### config.mk
export PLATFORM = sky130hd
export DESIGN_NAME = block_dispatch_sequencer
export DESIGN_NICKNAME = d
export VERILOG_FILES = /design/src/rtl/block_dispatch_sequencer.sv
export SDC_FILE = /design/constraint.sdc
export NUM_CORES = 1
export LEC_CHECK = 0
export CAP_MARGIN = 20
export CORE_ASPECT_RATIO = 1.5
export CORE_MARGIN = 1
export CORE_UTILIZATION = 46
export CTS_CLUSTER_DIAMETER = 200
export DETAILED_ROUTE_END_ITERATION = 8
export GPL_TIMING_DRIVEN = 0
export PLACE_DENSITY = 0.81
export SETUP_SLACK_MARGIN = 0.5
export SLEW_MARGIN = 40
export SYNTH_ARGS = -nofsm -noshare
export SYNTH_HDL_FRONTEND = slang
export SYNTH_SLANG_ARGS = --single-unit
### constraint.sdc
create_clock -name clk -period 2.45 [get_ports clk]
set_input_delay 0.49 -clock clk [delete_from_list [all_inputs] [get_ports clk]]
set_output_delay 0.49 -clock clk [all_outputs]
set_load 0.02 [all_outputs]
### src/rtl/block_dispatch_sequencer.sv
// Per-sample instruction sequencer: fetches one instruction per running block and hands it to decode.
// Optional SEQ_SKIP_NOP_EN: all-zero instruction words are dropped instead of presented.
module block_dispatch_sequencer #(
  parameter int unsigned data_width  = 16,
  parameter int unsigned n_blocks    = 256,
  parameter int unsigned instr_width = 32
) (
  input  logic                         clk,
  input  logic                         reset,
  input  logic                         enable,
  input  logic                         sample_tick,
  input  logic [$clog2(n_blocks)-1:0]  n_blocks_running,
  output logic [$clog2(n_blocks)-1:0]  instr_read_addr,
  input  logic [instr_width-1:0]       instr_read_val,
  output logic                         out_valid,
  input  logic                         out_ready,
  output logic [instr_width-1:0]       instr_out,
  output logic [$clog2(n_blocks)-1:0]  block_out,
  output logic                         busy,
  output logic                         frame_done,
  output logic                         overrun,
  input  logic                         clear_overrun
);

  localparam int unsigned IdxW = $clog2(n_blocks);

  if (n_blocks < 2 || data_width == 0) begin : g_param_check
    $error("block_dispatch_sequencer: n_blocks must be >= 2 and data_width nonzero");
  end

  typedef enum logic [1:0] {StIdle, StFetch, StWait, StPresent} state_e;

  state_e                 state_q, state_d;
  logic [IdxW-1:0]        n_last_q, n_last_d;
  logic [IdxW-1:0]        block_ctr_q, block_ctr_d;
  logic [IdxW-1:0]        addr_q, addr_d;
  logic [IdxW-1:0]        block_out_q, block_out_d;
  logic [instr_width-1:0] instr_q, instr_d;
  logic                   valid_q, valid_d;
  logic                   frame_done_q, frame_done_d;
  logic                   overrun_q, overrun_d;

  logic last_blk, handshake, skip_nop, advance;

`ifdef SEQ_SKIP_NOP_EN
  assign skip_nop = (instr_read_val == '0);
`else
  assign skip_nop = 1'b0;
`endif

  assign last_blk  = (block_ctr_q == n_last_q);
  assign handshake = valid_q && out_ready;
  // A block is finished either by its handshake or by being skipped as a NOP.
  assign advance   = ((state_q == StPresent) && handshake) || ((state_q == StWait) && skip_nop);

  always_ff @(posedge clk or posedge reset) begin
    if (reset) begin
      state_q <= StIdle;
    end else begin
      state_q <= state_d;
    end
  end

  always_comb begin
    state_d = state_q;
    if (enable) begin
      unique case (state_q)
        StIdle:    if (sample_tick && (n_blocks_running != '0)) state_d = StFetch;
        StFetch:   state_d = StWait;
        StWait:    state_d = skip_nop ? (last_blk ? StIdle : StFetch) : StPresent;
        StPresent: if (handshake) state_d = last_blk ? StIdle : StFetch;
        default:   state_d = StIdle;
      endcase
    end
  end

  always_comb begin
    n_last_d     = n_last_q;
    block_ctr_d  = block_ctr_q;
    addr_d       = addr_q;
    block_out_d  = block_out_q;
    instr_d      = instr_q;
    valid_d      = valid_q;
    frame_done_d = 1'b0;
    overrun_d    = overrun_q;
    if (enable) begin
      if (sample_tick && (state_q != StIdle)) begin
        overrun_d = 1'b1;
      end else if (clear_overrun) begin
        overrun_d = 1'b0;
      end
      unique case (state_q)
        StIdle: begin
          if (sample_tick) begin
            if (n_blocks_running == '0) begin
              frame_done_d = 1'b1;
            end else begin
              n_last_d    = n_blocks_running - 1'b1;
              block_ctr_d = '0;
              addr_d      = '0;
            end
          end
        end
        StWait: begin
          if (!skip_nop) begin
            instr_d     = instr_read_val;
            block_out_d = block_ctr_q;
            valid_d     = 1'b1;
          end
        end
        StPresent: if (handshake) valid_d = 1'b0;
        default: ;
      endcase
      if (advance) begin
        if (last_blk) begin
          frame_done_d = 1'b1;
        end else begin
          block_ctr_d = block_ctr_q + 1'b1;
          addr_d      = block_ctr_q + 1'b1;
        end
      end
    end
  end

  always_ff @(posedge clk or posedge reset) begin
    if (reset) begin
      n_last_q     <= '0;
      block_ctr_q  <= '0;
      addr_q       <= '0;
      block_out_q  <= '0;
      instr_q      <= '0;
      valid_q      <= 1'b0;
      frame_done_q <= 1'b0;
      overrun_q    <= 1'b0;
    end else begin
      n_last_q     <= n_last_d;
      block_ctr_q  <= block_ctr_d;
      addr_q       <= addr_d;
      block_out_q  <= block_out_d;
      instr_q      <= instr_d;
      valid_q      <= valid_d;
      frame_done_q <= frame_done_d;
      overrun_q    <= overrun_d;
    end
  end

  always_comb begin
    busy            = (state_q != StIdle);
    out_valid       = valid_q;
    instr_out       = instr_q;
    block_out       = block_out_q;
    instr_read_addr = addr_q;
    overrun         = overrun_q;
    frame_done      = frame_done_q && enable;
  end

endmodule

==> results.toml <==
[floorplanning]
rows = 35
core_area_um2 = 6260
die_h_um = 101
io-pin-count = 98
die_width_um = 68.3
die-area_um2 = 6930
initial_core_util = 0.484

[sta]
tns_ns = 0
finalHoldViolCount = 0
setup_viol = 0
finalWorstSetupSlack_ns = 0.598
whs_ns = 0.464
post-route-period-util = 0.756
max-slew-margin-rel = 0.690
grt_setup_unrepaired = "no"
finalCriticalPeriod_ns = 1.85
fmax_mhz = 540
worstMarginPinSlew_ns = 0.466
slew_viol_final = 0
fin_skew_ns = 0.00810

[clock_network]
numCtsBuffers = 9
clk_latency_ns = 0.34
cts_setup_buffers = 0
cts_buffer_depth = 2
htree_levels = 3
clkTransAtPathRegs_ns = 0.07
ctsRootBufferMaster = "clkbuf_8"
clock-sinks = 69
cts_tree = "built"

[pwr]
vdd_drop_max_v = 0.000406
p_leak_nw = 1.96
p_per_area_nw_per_um2 = 1110
power.total_mw = 4.84

[worst_setup_path]
cp_slowest_cell = "clkdlybuf4s50_1"
timing.rr.start = "state_q[0]"
crit_path_max_incr_delay_ns = 0.63
worstSetupStartpointType = "register"
critPathKind = "register to primary output"
required_ns = 1.96
r2r_end = "instr_out[2]"
cp_top_family = "buffers and inverters"
reg2reg_slack_ns = 0.71
worstPathMaxFanout = 4
worstPathArrival_ns = 1.36
cp_num_buf_inv = 1
endpoint_kind = "primary output"
reg2reg_depth = 5
path_cells = "clkdlybuf4s50_1"

[placement]
place_area_um2 = 4180
dp_hpwl_um = 4940
portBuffers = 97
dpl.cell_count = 412
pre_cts_ws_ns = 0.131
place_congestion = 0.831

[global_routing]
grt_pass1_wl_um = 10300
use_met1 = 0.208
antenna_found_initial = 0
busiest_layer = "met2"
gr-usage-met3 = 0.0574
grt_max_degree = 22
grt_overflow = 0
grtUsageTotal = 0.204
met2_usage = 0.371
grt_pass1_vias = 2254

[final_layout]
insertedDiodeCount = 0
instances_no_fill = 427
drive_gt1_frac = 0.212
final_nets = 402
multi_input_area_um2 = 1200
fill_cells = 476
final_area_um2 = 4370
areaGrowthSynthToFinish_pct = 44.1
final_util = 0.698
area.sequential_um2 = 1730

[route]
num_vias = 2217
drcViolationCount = 0
ant_nets = 0
totalWireLength_um = 6430
avgViaCountPerCell = 5.19
dr.pass1.iters = 4
wl_per_cell_um = 15.0
drtIter0Drc = 87

[synthesis]
synth_cell_types = 34
synth_area_leaders = "dfrtp_1 57%, mux2_2 14%, xor2_1 3.8%, ha_1 2.9%, o21ai_0 2.1%"
synth_top_area_share = 0.569
ys_ff_latch = 69
yosys_warnings = 0
ys_seq_area_frac = 0.569
avgSynthCellArea_um2 = 12.7
syn_area_um2 = 3030
yosysTopAreaCell = "dfrtp_1"
synth_cells = 238
syn-num-nets = 291

[run_status]
status = "finished clean"

[job]
max_cap_violations = 0

[worst_hold_path]
holdCritPathClass = "input pin to async pin"
what timing repair did:
action / 4_1_cts / 5_1_grt
hold buffers: 0 / 0
endpoints found under the setup margin: 2 / 17
resized for setup: 6 / 4
cells in the mapped netlist:
cell type	instances
a221oi_2	1
nor3_1	1
nand2_1	17
and4_2	1
xor2_1	13
a211oi_1	1
nor4_2	3
a31oi_1	1
buf_6	3
nand2b_1	3
buf_2	4
a21o_1	3
and2_1	1
inv_1	11
nand2_2	1
nand4_1	2
o2bb2ai_1	6
xnor2_1	6
nand3_1	6
mux2i_1	1
o22ai_1	4
buf_4	2
o21ai_0	13
a22oi_1	1
a31o_1	2
nor2_1	11
a32o_1	1
dfrtp_1	69
and3_1	1
a21oi_4	1
nor4_1	1
mux2_2	39
buf_1	1
ha_1	7
routing by layer:
metal	vias up	share of wire
met1	1080	0.37
met2	73	0.54
met3	11	0.070
met4	0	0.019
li1	1053	-
met5	-	0
where the power goes:
group	switching [mW]	internal, mW	total (mW)	leakage [nW]
sequential	0.274	1.58	1.86	0.870
combinational	1.03	1.12	2.14	0.995
clock	0.395	0.444	0.839	0.0926
how the worst max path moves through the flow:
stage | start | endpoint | cells past startpoint
floorplan | block_ctr_q[2] | state_q[0] | 6
global placement | enable | frame_done | 3
detailed placement | enable | frame_done | 3
CTS | state_q[1] | busy | 4
global route | out_valid | out_valid | 1
finish | out_valid | out_valid | 1
kinds of logic after synthesis:
family / after synthesis / share of synthesized area
flip-flops: 69 / 0.569
AND/OR/NAND/NOR: 48 / 0.0805
multiplexers: 40 / 0.148
AO/OA/AOI/OAI: 34 / 0.0809
buffers and inverters: 21 / 0.0375
XOR/XNOR: 19 / 0.0549
adder cells (fa/ha/maj): 7 / 0.0289
state kept, by name (all words and copies together), names as in the netlist:
signal and count:
n_last_q 8, block_ctr_q 8, block_out 8, overrun 1
state_q 2, frame_done_q 1, instr_out 32, out_valid 1
instr_read_addr 8
layout make-up:
type	instances	share of cell area
clock inverters	1	0.00115
clock buffers	14	0.0395
repair buffers	100	0.241
well taps	74	0.0212
plain buffers	10	0.0166
inverters	11	0.0103
flip-flops and latches	69	0.395
multi-input cells	148	0.275
cell usage in the layout, fill, tap and decap left out, types with 3 or more instances in the layout:
master,count
a21o_1,3
buf_16,3
buf_2,4
buf_6,3
clkbuf_8,12
clkdlybuf4s50_1,92
dfrtp_1,69
ha_1,6
inv_1,9
mux2_2,39
nand2_1,17
nand2b_1,3
nand3_1,6
nor2_1,11
o21ai_0,13
o22ai_1,4
o2bb2ai_1,6
xnor2_1,6
xor2_1,13
No activity file was read; power rests on OpenSTA's default activity.
